===== src/rtl/byte7seg_pkg.sv =====
`default_nettype none
// ============================================================================
// Module  : byte7seg_pkg
// Brief   : Shared FSM state encoding and hex segment codes for the
//           byte-to-two-digit 7-segment scanner.
// Revision: 1.0 - initial release
// ============================================================================
package byte7seg_pkg;

  // Scanner FSM state encoding
  typedef enum logic [1:0] {
    ST_OFF = 2'b00,
    ST_GAP = 2'b01,
    ST_DRV = 2'b10
  } scan_state_t;

  // Active-high gfedcba codes; entry n is the glyph for hex digit n
  localparam logic [15:0][6:0] c_seg_tab = {
    7'h71,  // F
    7'h79,  // E
    7'h5E,  // d
    7'h39,  // C
    7'h7C,  // b
    7'h77,  // A
    7'h6F,  // 9
    7'h7F,  // 8
    7'h07,  // 7
    7'h7D,  // 6
    7'h6D,  // 5
    7'h66,  // 4
    7'h4F,  // 3
    7'h5B,  // 2
    7'h06,  // 1
    7'h3F   // 0
  };

endpackage : byte7seg_pkg
`default_nettype wire


===== src/rtl/hex7seg_decode.sv =====
`default_nettype none
// ============================================================================
// Module  : hex7seg_decode
// Brief   : Combinational nibble to active-high 7-segment (gfedcba) decoder.
// Revision: 1.0 - initial release
// ============================================================================
module hex7seg_decode
  import byte7seg_pkg::*;
(
  input  logic [3:0] i_nib,
  output logic [6:0] o_seg
);

  // Table lookup of the glyph for the nibble
  assign o_seg = c_seg_tab[i_nib];

endmodule : hex7seg_decode
`default_nettype wire


===== src/rtl/byte_hex_7seg_scan.sv =====
`default_nettype none
// ============================================================================
// Module  : byte_hex_7seg_scan
// Brief   : Shows an 8-bit value as two hex digits on a multiplexed
//           common-anode 7-segment display. Each digit slot is preceded by
//           an all-off gap to suppress ghosting; the byte is resampled once
//           per frame so both digits always come from the same value.
//           Optional macro BYTE7SEG_LZB_EN blanks a leading zero on digit 1.
// Revision: 1.0 - initial release
// ============================================================================
module byte_hex_7seg_scan
  import byte7seg_pkg::*;
#(
  parameter int DIV_W          = 16,
  parameter int GAP_CYC        = 4,
  parameter int SEG_ACTIVE_LOW = 1,
  parameter int AN_ACTIVE_LOW  = 1
) (
  input  logic       CLK_I,
  input  logic       RSTN_I,
  input  logic [7:0] S_I,
  input  logic       EN_I,
  output logic [6:0] SEG_O,
  output logic       DP_O,
  output logic [1:0] AN_O
);

  // The gap shares the refresh counter, so GAP_CYC-1 must fit in DIV_W bits
  localparam logic [DIV_W-1:0] c_gap_last = DIV_W'(GAP_CYC - 1);
  localparam logic [DIV_W-1:0] c_cnt_max  = '1;
  localparam logic [6:0]       c_seg_off  = (SEG_ACTIVE_LOW != 0) ? 7'h7F : 7'h00;
  localparam logic             c_dp_off   = (SEG_ACTIVE_LOW != 0) ? 1'b1  : 1'b0;
  localparam logic [1:0]       c_an_off   = (AN_ACTIVE_LOW  != 0) ? 2'b11 : 2'b00;

  scan_state_t      r_state;
  scan_state_t      w_state_nxt;
  logic [DIV_W-1:0] r_cnt;
  logic [DIV_W-1:0] w_cnt_nxt;
  logic             r_dig;
  logic             w_dig_nxt;
  logic [7:0]       r_shadow;
  logic [7:0]       w_shadow_nxt;

  logic [6:0]       r_seg;
  logic [1:0]       r_an;
  logic             r_dp;

  logic [3:0]       w_nib;
  logic [6:0]       w_seg_dec;
  logic             w_lit;
  logic [1:0]       w_an_act;
  logic [6:0]       w_seg_act;
  logic [1:0]       w_an_nxt;
  logic [6:0]       w_seg_nxt;

  // Next-state, counter, digit select and frame resampling
  always_comb begin
    w_state_nxt  = r_state;
    w_cnt_nxt    = r_cnt;
    w_dig_nxt    = r_dig;
    w_shadow_nxt = r_shadow;
    case (r_state)
      ST_OFF: begin
        if (EN_I) begin
          w_shadow_nxt = S_I;
          w_dig_nxt    = 1'b0;
          w_cnt_nxt    = '0;
          w_state_nxt  = ST_GAP;
        end
      end
      ST_GAP: begin
        w_cnt_nxt = r_cnt + 1'b1;
        if (r_cnt == c_gap_last) begin
          w_cnt_nxt   = '0;
          w_state_nxt = ST_DRV;
        end
      end
      ST_DRV: begin
        w_cnt_nxt = r_cnt + 1'b1;
        if (r_cnt == c_cnt_max) begin
          w_cnt_nxt   = '0;
          w_dig_nxt   = ~r_dig;
          w_state_nxt = ST_GAP;
          // End of the digit-1 slot closes the frame: take a fresh byte
          if (r_dig) begin
            w_shadow_nxt = S_I;
          end
        end
      end
      default: begin
        w_state_nxt = ST_OFF;
      end
    endcase
    // Disable overrides every other transition
    if (!EN_I) begin
      w_state_nxt = ST_OFF;
    end
  end

  // Decode the nibble that will be on display in the coming cycle
  assign w_nib = w_dig_nxt ? w_shadow_nxt[7:4] : w_shadow_nxt[3:0];

  hex7seg_decode u_dec (
    .i_nib (w_nib),
    .o_seg (w_seg_dec)
  );

  // Active-high anode/segment image, derived from the next state so the
  // registered outputs line up with the state register cycle for cycle
  always_comb begin
    w_lit = (w_state_nxt == ST_DRV);
`ifdef BYTE7SEG_LZB_EN
    if (w_dig_nxt && (w_shadow_nxt[7:4] == 4'h0)) begin
      w_lit = 1'b0;
    end
`endif
    w_an_act  = 2'b00;
    w_seg_act = 7'h00;
    if (w_lit) begin
      w_an_act  = w_dig_nxt ? 2'b10 : 2'b01;
      w_seg_act = w_seg_dec;
    end
    w_an_nxt  = (AN_ACTIVE_LOW  != 0) ? ~w_an_act  : w_an_act;
    w_seg_nxt = (SEG_ACTIVE_LOW != 0) ? ~w_seg_act : w_seg_act;
  end

  // State, counter, shadow and output registers with synchronous reset
  always_ff @(posedge CLK_I) begin
    if (!RSTN_I) begin
      r_state  <= ST_OFF;
      r_cnt    <= '0;
      r_dig    <= 1'b0;
      r_shadow <= 8'h00;
      r_an     <= c_an_off;
      r_seg    <= c_seg_off;
      r_dp     <= c_dp_off;
    end else begin
      r_state  <= w_state_nxt;
      r_cnt    <= w_cnt_nxt;
      r_dig    <= w_dig_nxt;
      r_shadow <= w_shadow_nxt;
      r_an     <= w_an_nxt;
      r_seg    <= w_seg_nxt;
      r_dp     <= c_dp_off;
    end
  end

  assign AN_O  = r_an;
  assign SEG_O = r_seg;
  assign DP_O  = r_dp;

endmodule : byte_hex_7seg_scan
`default_nettype wire


===== config.mk =====
export PLATFORM = sky130hd
export DESIGN_NAME = byte_hex_7seg_scan
export DESIGN_NICKNAME = d
export VERILOG_FILES = /design/src/rtl/byte7seg_pkg.sv /design/src/rtl/hex7seg_decode.sv /design/src/rtl/byte_hex_7seg_scan.sv
export SDC_FILE = /design/constraint.sdc
export NUM_CORES = 1
export LEC_CHECK = 0
export CORE_MARGIN = 10
export CORE_UTILIZATION = 50
export DETAILED_ROUTE_END_ITERATION = 10
export GPL_ROUTABILITY_DRIVEN = 0
export PLACE_DENSITY = 0.83
export SLEW_MARGIN = 10
export SYNTH_ARGS = -nofsm -noshare
export SYNTH_HDL_FRONTEND = slang
export SYNTH_SLANG_ARGS = --single-unit

===== constraint.sdc =====
create_clock -name CLK_I -period 3.1 [get_ports CLK_I]
set_input_delay 0.31 -clock CLK_I [delete_from_list [all_inputs] [get_ports CLK_I]]
set_output_delay 0.31 -clock CLK_I [all_outputs]
set_load 0.02 [all_outputs]

# Word-level counts from Yosys, hierarchy flattened
# Memory sizes are Yosys's and may differ from the RTL's.
# Cells that the tools add are included.
[word_totals] regBits=36 mem_bits_ro=112 inputBits=11 output_inout_bits=10 word_cells=41 memories=1
[classes] n_addsub=1 magnitude_cmp=1 eq_ne=6 mux=20 n_bitwise=3 reduce_logical=3
[memory_table] memory="(no name shown)" words=16 word_bits=7 read_ports=1 rd_ports_with_merged_regs=0 write_ports=0 line="hex7seg_decode.sv:15" source="assign o_seg = c_seg_tab[i_nib];"
[op_table] op="$mux W16" n=3
[op_table] op="$pmux W16 S3" n=1
[op_table] op="$mux W8" n=3
[op_table] op="$add A16 B1 Y16 const B" n=1
[op_table] op="$eq A16 B16 Y1 const B" n=1
[op_table] op="$eq A16 B2 Y1 const B" n=1
[op_table] op="$pmux W8 S2" n=1
[op_table] op="$mux W7" n=2
[op_table] op="$mux W2" n=5
[op_table] op="$not A7 Y7" n=1
[op_table] op="$pmux W2 S3" n=1
[op_table] op="$lt A4 B5 Y1 const B" n=1
[op_table] op="$eq A2 B2 Y1 const B" n=2
[op_table] op="$mux W4" n=1
[op_table] op="$reduce_bool A3 Y1" n=1
[op_table] op="$eq A2 B1 Y1 const B" n=1
[op_table] op="$logic_not A2 Y1" n=1
[op_table] op="$mux W1" n=2
[op_table] op="$ne A2 B2 Y1 const B" n=1
[op_table] op="$not A2 Y2" n=1
[op_table] op="$pmux W1 S2" n=1
[op_table] op="$reduce_and A2 Y1" n=1
[op_table] op="$not A1 Y1" n=1

# Longest topological paths before layout
# Gate-level depths: netlist of the first run.
[logic_depth] ltp_word=8 mapped_depth=14 mapped_depth_nobuf=13

# Hierarchy
# Synthesis of the first run repeated with hierarchy kept, for this count alone.
[hier_totals] cells_unflattened=236 area_unflattened_um2=2078.2
[by_module_without_submodules] module="byte_hex_7seg_scan" instances=1 cells_per_inst=203 area_per_inst_um2=1790.5 seq_area_each_um2=720.7
[by_module_without_submodules] module="hex7seg_decode" instances=1 cells_per_inst=33 area_per_inst_um2=287.8 seq_area_each_um2=0.0

# Least setup slack after synthesis of the first run
# Ideal clock, no wire load.
[synth_timing] path_kind="reg-to-reg" from="reg r_cnt[0]" to="reg r_seg[5], in the netlist SEG_O[5]" setup_ns=0.139 arrival_time_ns=2.716 t_required_ns=2.961 path_slack_ns=0.245 stages_incl_launch_ff=13 path_buffers=1 synth_period_minus_slack_ns=2.855 path_cell_list="dfxtp_1 ha_1 nand4_1 or4_4 o211ai_2 buf_6 mux2i_1 inv_1 ha_1 inv_1 nor3_1 a21oi_1 o221ai_1"
[synth_via] elab_chain_cells=8 word_cells_on_any_way=16 cone_classes="eq/ne (3); mux (11); bitwise (1); memory (1)"
[synth_rtl] element="start, declared" line="byte_hex_7seg_scan.sv:37" source="logic [DIV_W-1:0] r_cnt;"
[synth_rtl] element="start signal, assigned" line="byte_hex_7seg_scan.sv:139" source="r_cnt <= w_cnt_nxt;"
[synth_rtl] element="$eq A16 B16 Y1" line="byte_hex_7seg_scan.sv:80" source="if (r_cnt == c_cnt_max) begin"
[synth_rtl] element="$mux W8 or $mux W1 (tied branches)" line="byte_hex_7seg_scan.sv:80"
[synth_rtl] element="$pmux W8 S2 or $pmux W1 S2 (tied branches)" line="byte_hex_7seg_scan.sv:62" source="case (r_state)"
[synth_rtl] element="$mux W4" line="byte_hex_7seg_scan.sv:101" source="assign w_nib = w_dig_nxt ? w_shadow_nxt[7:4] : w_shadow_nxt[3:0];"
[synth_rtl] element="$mem_v2 Z16 W7"
[synth_rtl] element="$mux W7 (implied by the code)" line="hex7seg_decode.sv:15"
[synth_rtl] element="$mux W7 *" line="byte_hex_7seg_scan.sv:119" source="if (w_lit) begin"
[synth_rtl] element="$not A7 Y7 *" line="byte_hex_7seg_scan.sv:124" source="w_seg_nxt = (SEG_ACTIVE_LOW != 0) ? ~w_seg_act : w_seg_act;"
[synth_rtl] element="end signal, assigned" line="byte_hex_7seg_scan.sv:135" source="r_seg <= c_seg_off;"
[synth_rtl] element="end signal, assigned" line="byte_hex_7seg_scan.sv:143" source="r_seg <= w_seg_nxt;"
[synth_rtl] element="end, declared" line="byte_hex_7seg_scan.sv:44" source="logic [6:0] r_seg;"
# Every way passes the cells marked *; elsewhere a longest branch is shown, timed or not. The select of a mux whose other input is x is not followed.
# A chain may end at the register's enable or synchronous reset.

# Worst setup path in the final report of the first run
[layout_timing] from="reg r_cnt[11]" to="reg r_seg[0], in the netlist SEG_O[0]"
# The elaborated chain is that of the path after synthesis.

==> results.txt, run 1 <==
----------------------------------------------------
[GRT]
  Number of antenna violations at the first check in global routing ... 0
  Number of global-route vias before repair ... 1,775
  Overflow left after global routing ... 0
  Largest net degree at the start of global routing ... 15
  Global-route usage over all layers ... 13.3%
  Wire length of the first global-routing pass ... 8.25 mm

[Clock network]
  Cell at the root of the clock tree ... sky130_fd_sc_hd__clkbuf_8
  Total clock buffers created by CTS ... 5
  TritonCTS clock tree ... built
  Number of levels in the clock H-tree ... 2
  # clock sinks ... 36
  Maximum count of clock buffers along a single path ... 2
  Skew-Pair Late Insertion Delay ... 0.28 ns
  Post-CTS clock slew at the launch and capture registers of the worst setup and hold paths ... 0.07 ns
  Quantity of hold-fixing buffers added after cts ... 0

[Timing]
  Unrepaired setup endpoints after global routing ... no
  Worst Hold Slack ... 0.504 ns
  Final-report hold violation count ... 0
  Slew HR ... 55.3%
  Final Max Slew Viols ... 0
  Setup skew after layout ... 0.00313 ns
  Post-route clock period utilization ... 94.0%
  Minimum clock period after layout ... 2.91 ns
  Number of setup violations in the final report ... 0
  Total Neg Setup Slack ... 0 ns
  Slew at the pin closest to its max-slew limit ... 0.662 ns
  Upper clock frequency limit ... 0.343 GHz

[Setup path]
  Worst reg-to-reg path cell count ... 9
  Critical setup path kind ... flop to flop
  Crit end category ... flop
  Worst path arrival time ... 3.11 ns
  Worst reg2reg setup slack ... 0.19 ns
  CP Data Required Time ... 3.30 ns
  Maximum fanout encountered on the critical timing path ... 6
  Capturing point of the worst reg2reg path ... SEG_O[0]
  Crit path launch type ... flop
  RR Startpoint ... r_cnt[11]

[Min path]
  Worst hold endpoint ... r_shadow[6]
  Worst hold path type ... flop to flop
  Worst min-delay path startpoint ... r_shadow[6]
  Depth of the worst hold-timing path ... 2

[Floorplanning]
  IO Pins ... 21
  Die Outline Area ... 7280 µm²
  Core area ... 4060 µm²
  Horizontal die dimension ... 85.3 µm
  Die Y-Extent ... 85.3 µm
  FP Rows ... 23
  Starting density of the core ... 52.5%

[Detailed routing]
  DR DRC count ... 0
  Routed via count divided by cell count ... 5.80
  DRT antenna net count ... 0
  Total via count after detailed routing ... 1,849
  TritonRoute pass-1 iters ... 4
  Total wire length ... 4.91 mm
  DRT iter0 DRCs ... 123
  Mean routed wirelength per cell ... 15.4 µm

[Cells and area]
  P&R area growth vs syn ... 20.4%
  Number of fill cells ... 322
  Most common library cell in the layout ignoring fill and taps ... sky130_fd_sc_hd__dfxtp_1
  Commonest cells after routing, fill and taps aside ... sky130_fd_sc_hd__dfxtp_1 (35), sky130_fd_sc_hd__nor2_1 (29), sky130_fd_sc_hd__nand2_1 (20)
  Share of layout cells above drive strength 1 ... 17.1%
  Register cell area after layout ... 722 µm²
  Multi-input logic area ... 1360 µm²
  Final-stage net count ... 292
  Total inserted antenna cells ... 0
  Final std cell area, no fill ... 2570 µm²

[Flow run]
  Max-cap check violation count ... 0

[Power]
  Pleak ... 0.968 nW
  Cell Pwr Density ... 379 nW/µm²
  Total Power ... 0.974 mW
  IR Drop Worst-Case VDD ... 239 µV

[Synthesis]
  Number of synthesized register bits ... 36
  Post-synthesis area per instance ... 9.00 µm²
  Fraction of synthesis flops using an asynchronous set or reset pin ... 0%
  Post-Syn Area ... 2130 µm²
  Count of cell types in the netlist ... 61
  Gate count of the mapped netlist ... 237
  Commonest register cell after synthesis ... sky130_fd_sc_hd__dfxtp_1
  Share of synthesized area occupied by flip-flops and latches ... 33.8%
  Post-synth EDFFs ... 0
  Post-synthesis net count ... 260
  Yosys warns ... 0

[Placed design]
  Estimated wirelength of the detail-placed design ... 3.58 mm
  Area post-placement ... 2440 µm²
  Number of buffers added on ports ... 19

[Status]
  Result of the run ... complete, no violations

----------------------------------------------------
## stage by stage
stage          worst slack [ns]  std cells  utilization, %
2_1_floorplan             0.245        237               -
3_3_place_gp              0.164        311            60.0
3_5_place_dp             0.0802        311            60.0
4_1_cts                  0.0553        318            62.4
5_1_grt                  0.0225        319            63.2
6_report                  0.186        319            63.2
## critical path, cell delays in order (launching register included)
cell	delay [ns]
sky130_fd_sc_hd__dfxtp_1	0.46
sky130_fd_sc_hd__nand4_4	0.18
sky130_fd_sc_hd__or4_4	0.63
sky130_fd_sc_hd__o211ai_4	0.36
sky130_fd_sc_hd__mux2i_4	0.36
sky130_fd_sc_hd__ha_1	0.21
sky130_fd_sc_hd__inv_1	0.10
sky130_fd_sc_hd__o21ai_2	0.07
sky130_fd_sc_hd__a2bb2o_4	0.22
sky130_fd_sc_hd__a311oi_2	0.23
## cells in the mapped netlist (5+ instances only)
library cell | count | share of area (%)
sky130_fd_sc_hd__mux2i_1 | 8 | 3.8
sky130_fd_sc_hd__nor2b_1 | 10 | 2.9
sky130_fd_sc_hd__a21oi_1 | 8 | 1.9
sky130_fd_sc_hd__nand2_1 | 20 | 3.5
sky130_fd_sc_hd__xor2_1 | 7 | 2.9
sky130_fd_sc_hd__ha_1 | 12 | 7.0
sky130_fd_sc_hd__inv_1 | 10 | 1.8
sky130_fd_sc_hd__nand3_1 | 10 | 2.3
sky130_fd_sc_hd__o21ai_0 | 5 | 1.2
sky130_fd_sc_hd__dfxtp_1 | 36 | 34
sky130_fd_sc_hd__xnor2_1 | 6 | 2.5
sky130_fd_sc_hd__nor2_1 | 30 | 5.3
## logic make-up after synthesis
family	synth area share, %
flops	33.8
fa+ha+maj	7.04
simple gates	25.5
other cells	0.176
buf+inv	3.58
xor+xnor	5.34
mux	6.40
compound gates	18.1
## flip-flops by register name, summed over array words and instances (netlist names)
signal	flops
SEG_O	7
r_state	2
r_shadow	8
AN_O	2
r_cnt	16
r_dig	1
## what timing repair did
| item | 4_1_cts | 5_1_grt |
|---|---|---|
| endpoints found under the setup margin | 0 | 7 |
| gates resized for setup | 0 | 7 |
| buffers inserted | 0 | 1 |
## worst max-delay path by stage
stage | start | end | cells past startpoint
2_1_floorplan | r_cnt[0] | SEG_O[5] | 12
3_3_place_gp | r_state[0] | SEG_O[0] | 11
3_5_place_dp | r_cnt[11] | SEG_O[0] | 11
4_1_cts | r_state[1] | SEG_O[0] | 10
5_1_grt | r_state[1] | SEG_O[0] | 11
6_report | r_cnt[11] | SEG_O[0] | 9
## cell type report
class                   count  share of cell area [%]
multi-input cells         184                    53.0
well taps                  50                    2.44
repair buffers             32                    11.2
inverters                  10                    1.46
flip-flops and latches     36                    28.1
clock buffers               7                    3.75
## report_power, final
part | leakage [nW] | total (mW) | internal [mW] | switching, mW
sequential | 0.292 | 0.477 | 0.470 | 0.00623
combinational | 0.625 | 0.142 | 0.0633 | 0.0784
clock | 0.0503 | 0.356 | 0.198 | 0.158
## per-layer routing
layer,global-route usage [%],vias up,wire length (µm)
met4,6.14,0,104
met2,20.8,69,2250
met3,3.63,14,339
met5,0,-,0
li1,-,916,-
met1,16.6,850,2210
Power figures use the tool's default switching activity.
==> run 2, diff against run 1 <==
PLACE_DENSITY = 0.78   (was 0.83)
REMOVE_ABC_BUFFERS = 1   (was not set)
==> run 2 against run 1 <==
Non-clock buffer count rose by 2; register-to-register slack worse by 0.02 ns; combinational power barely moved; critical path depth up 3; clock skew grew 0.0023 ns; first-iteration DRC count grew 0.81%; setup slack got worse by 0.021 ns; final cell count grew 0.94%; critical path type unchanged; largest cell class unchanged.
==> results.txt, run 2 (synthesis results as in run 1) <==
----------------------------------------------------
[Clock network]
  Skew-Pair Late Insertion Delay ... 0.29 ns
  Cell at the root of the clock tree ... sky130_fd_sc_hd__clkbuf_8
  Number of levels in the clock H-tree ... 2
  Quantity of hold-fixing buffers added after cts ... 0
  Maximum count of clock buffers along a single path ... 2
  Post-CTS clock slew at the launch and capture registers of the worst setup and hold paths ... 0.07 ns
  TritonCTS clock tree ... built
  Total clock buffers created by CTS ... 5
  # clock sinks ... 36

[Detailed routing]
  Mean routed wirelength per cell ... 15.4 µm
  Total wire length ... 4.96 mm
  Routed via count divided by cell count ... 5.84
  DRT iter0 DRCs ... 124
  TritonRoute pass-1 iters ... 4
  DRT antenna net count ... 0
  DR DRC count ... 0
  Total via count after detailed routing ... 1,879

[Floorplanning]
  IO Pins ... 21
  Starting density of the core ... 52.5%
  Die Outline Area ... 7280 µm²
  Core area ... 4060 µm²
  Horizontal die dimension ... 85.3 µm
  Die Y-Extent ... 85.3 µm
  FP Rows ... 23

[Cells and area]
  Share of layout cells above drive strength 1 ... 16.9%
  Number of fill cells ... 340
  Largest register FFs ... 16
  P&R area growth vs syn ... 20.4%
  Commonest cells after routing, fill and taps aside ... sky130_fd_sc_hd__dfxtp_1 (35), sky130_fd_sc_hd__nor2_1 (29), sky130_fd_sc_hd__nand2_1 (20)
  Total inserted antenna cells ... 0
  Final-stage net count ... 294
  Most common library cell in the layout ignoring fill and taps ... sky130_fd_sc_hd__dfxtp_1
  Most flops, register ... r_cnt

[GRT]
  Number of antenna violations at the first check in global routing ... 0
  Number of global-route vias before repair ... 1,714
  Largest net degree at the start of global routing ... 15
  Wire length of the first global-routing pass ... 8.15 mm
  Overflow left after global routing ... 0
  Global-route usage over all layers ... 13.4%

[Setup path]
  CP Data Required Time ... 3.31 ns
  Worst reg-to-reg path cell count ... 12
  Worst path arrival time ... 3.14 ns
  Maximum fanout encountered on the critical timing path ... 10
  Crit end category ... flop
  Crit path launch type ... flop
  Critical setup path kind ... flop to flop

[Power]
  Pleak ... 0.971 nW
  Internal power consumption ... 0.713 mW
  Net switching power figure ... 0.247 mW
  Sequential Power Share ... 49.6%
  Clock Power Share ... 35.9%
  IR Drop Worst-Case VDD ... 189 µV
  Switching share of power ... 25.8%
  Share of power burned in combinational logic ... 14.5%
  Cell Pwr Density ... 374 nW/µm²

[Timing]
  Setup skew after layout ... 0.00545 ns
  Slew at the pin closest to its max-slew limit ... 0.661 ns
  Upper clock frequency limit ... 0.341 GHz
  Total Neg Setup Slack ... 0 ns
  Minimum clock period after layout ... 2.94 ns
  Final Max Slew Viols ... 0
  Slew HR ... 55.3%
  Number of setup violations in the final report ... 0
  Post-route clock period utilization ... 94.7%
  Unrepaired setup endpoints after global routing ... no
  Worst Hold Slack ... 0.503 ns
  Final-report hold violation count ... 0

[Min path]
  Depth of the worst hold-timing path ... 2
  Worst hold path type ... flop to flop

[Status]
  Result of the run ... complete, no violations

[Placed design]
  Number of buffers added on ports ... 19
  Estimated wirelength of the detail-placed design ... 3.71 mm

[Flow run]
  Max-cap check violation count ... 0

----------------------------------------------------
[run 2: worst paths after layout]
kind | from | end | slack (ns)
setup / recovery | r_cnt[0] | SEG_O[0] | 0.16
hold reg to reg | r_shadow[6] | r_shadow[6] | 0.50
hold / removal | r_shadow[6] | r_shadow[6] | 0.50
setup reg to reg | r_cnt[0] | SEG_O[0] | 0.16
[run 2: layer usage]
metal | track usage (%) | wire length [µm] | share of wire (%) | vias to the layer above
met1 | 17.1 | 2230 | 45 | 896
met3 | 2.87 | 289 | 5.8 | 7
li1 | - | - | - | 923
met5 | 0 | 0 | 0 | -
met2 | 20.7 | 2370 | 48 | 53
met4 | 6.74 | 76 | 1.5 | 0
[run 2: power groups by stage]
stage	registers (mW)	logic, mW	clock network, mW
global route	0.476	0.151	0.371
detailed placement	0.486	0.133	0
global placement	0.486	0.131	0
finish	0.476	0.139	0.345
floorplan	0.485	0.0873	0
CTS	0.476	0.134	0.356
[run 2: final cells by class]
cell class / instances / area [µm²] / area share (%)
Sequential cell: 36 / 722 / 28.1
Inverter: 10 / 37.5 / 1.46
Multi-Input combinational cell: 184 / 1350 / 52.7
Timing Repair Buffer: 34 / 303 / 11.8
Clock buffer: 8 / 90.1 / 3.51
Tap cell: 50 / 62.6 / 2.44
[run 2: critical path, stage by stage, from the launching register on]
cell                       delay (ns)
sky130_fd_sc_hd__dfxtp_1         0.38
sky130_fd_sc_hd__ha_1            0.23
sky130_fd_sc_hd__nand4_1         0.14
sky130_fd_sc_hd__buf_4           0.18
sky130_fd_sc_hd__nor4_4          0.20
sky130_fd_sc_hd__a21boi_4        0.16
sky130_fd_sc_hd__a222oi_1        0.51
sky130_fd_sc_hd__mux2i_4         0.19
sky130_fd_sc_hd__inv_1           0.17
sky130_fd_sc_hd__ha_1            0.19
sky130_fd_sc_hd__a21oi_1         0.06
sky130_fd_sc_hd__a2bb2o_4        0.22
sky130_fd_sc_hd__a311oi_2        0.22
[run 2: stage by stage]
stage | setup WS, ns | total power, mW | util [%] | std cells | area (µm²)
final | 0.165 | 0.960 | 63.2 | 322 | 2570
after floorplan | 0.120 | 0.572 | - | 230 | 2090
after global placement | 0.173 | 0.617 | 60.4 | 313 | 2450
after global routing | 0.00365 | 0.998 | 63.2 | 322 | 2570
after detailed placement | 0.115 | 0.619 | 60.4 | 313 | 2450
after CTS | 0.0928 | 0.966 | 62.6 | 321 | 2540
[run 2: repair_timing]
| item | in CTS | in global routing |
|---|---|---|
| hold endpoints to repair | 0 | 0 |
| resized for setup | 0 | 4 |
| buffers inserted | 0 | 1 |
| setup endpoints to repair | 0 | 4 |
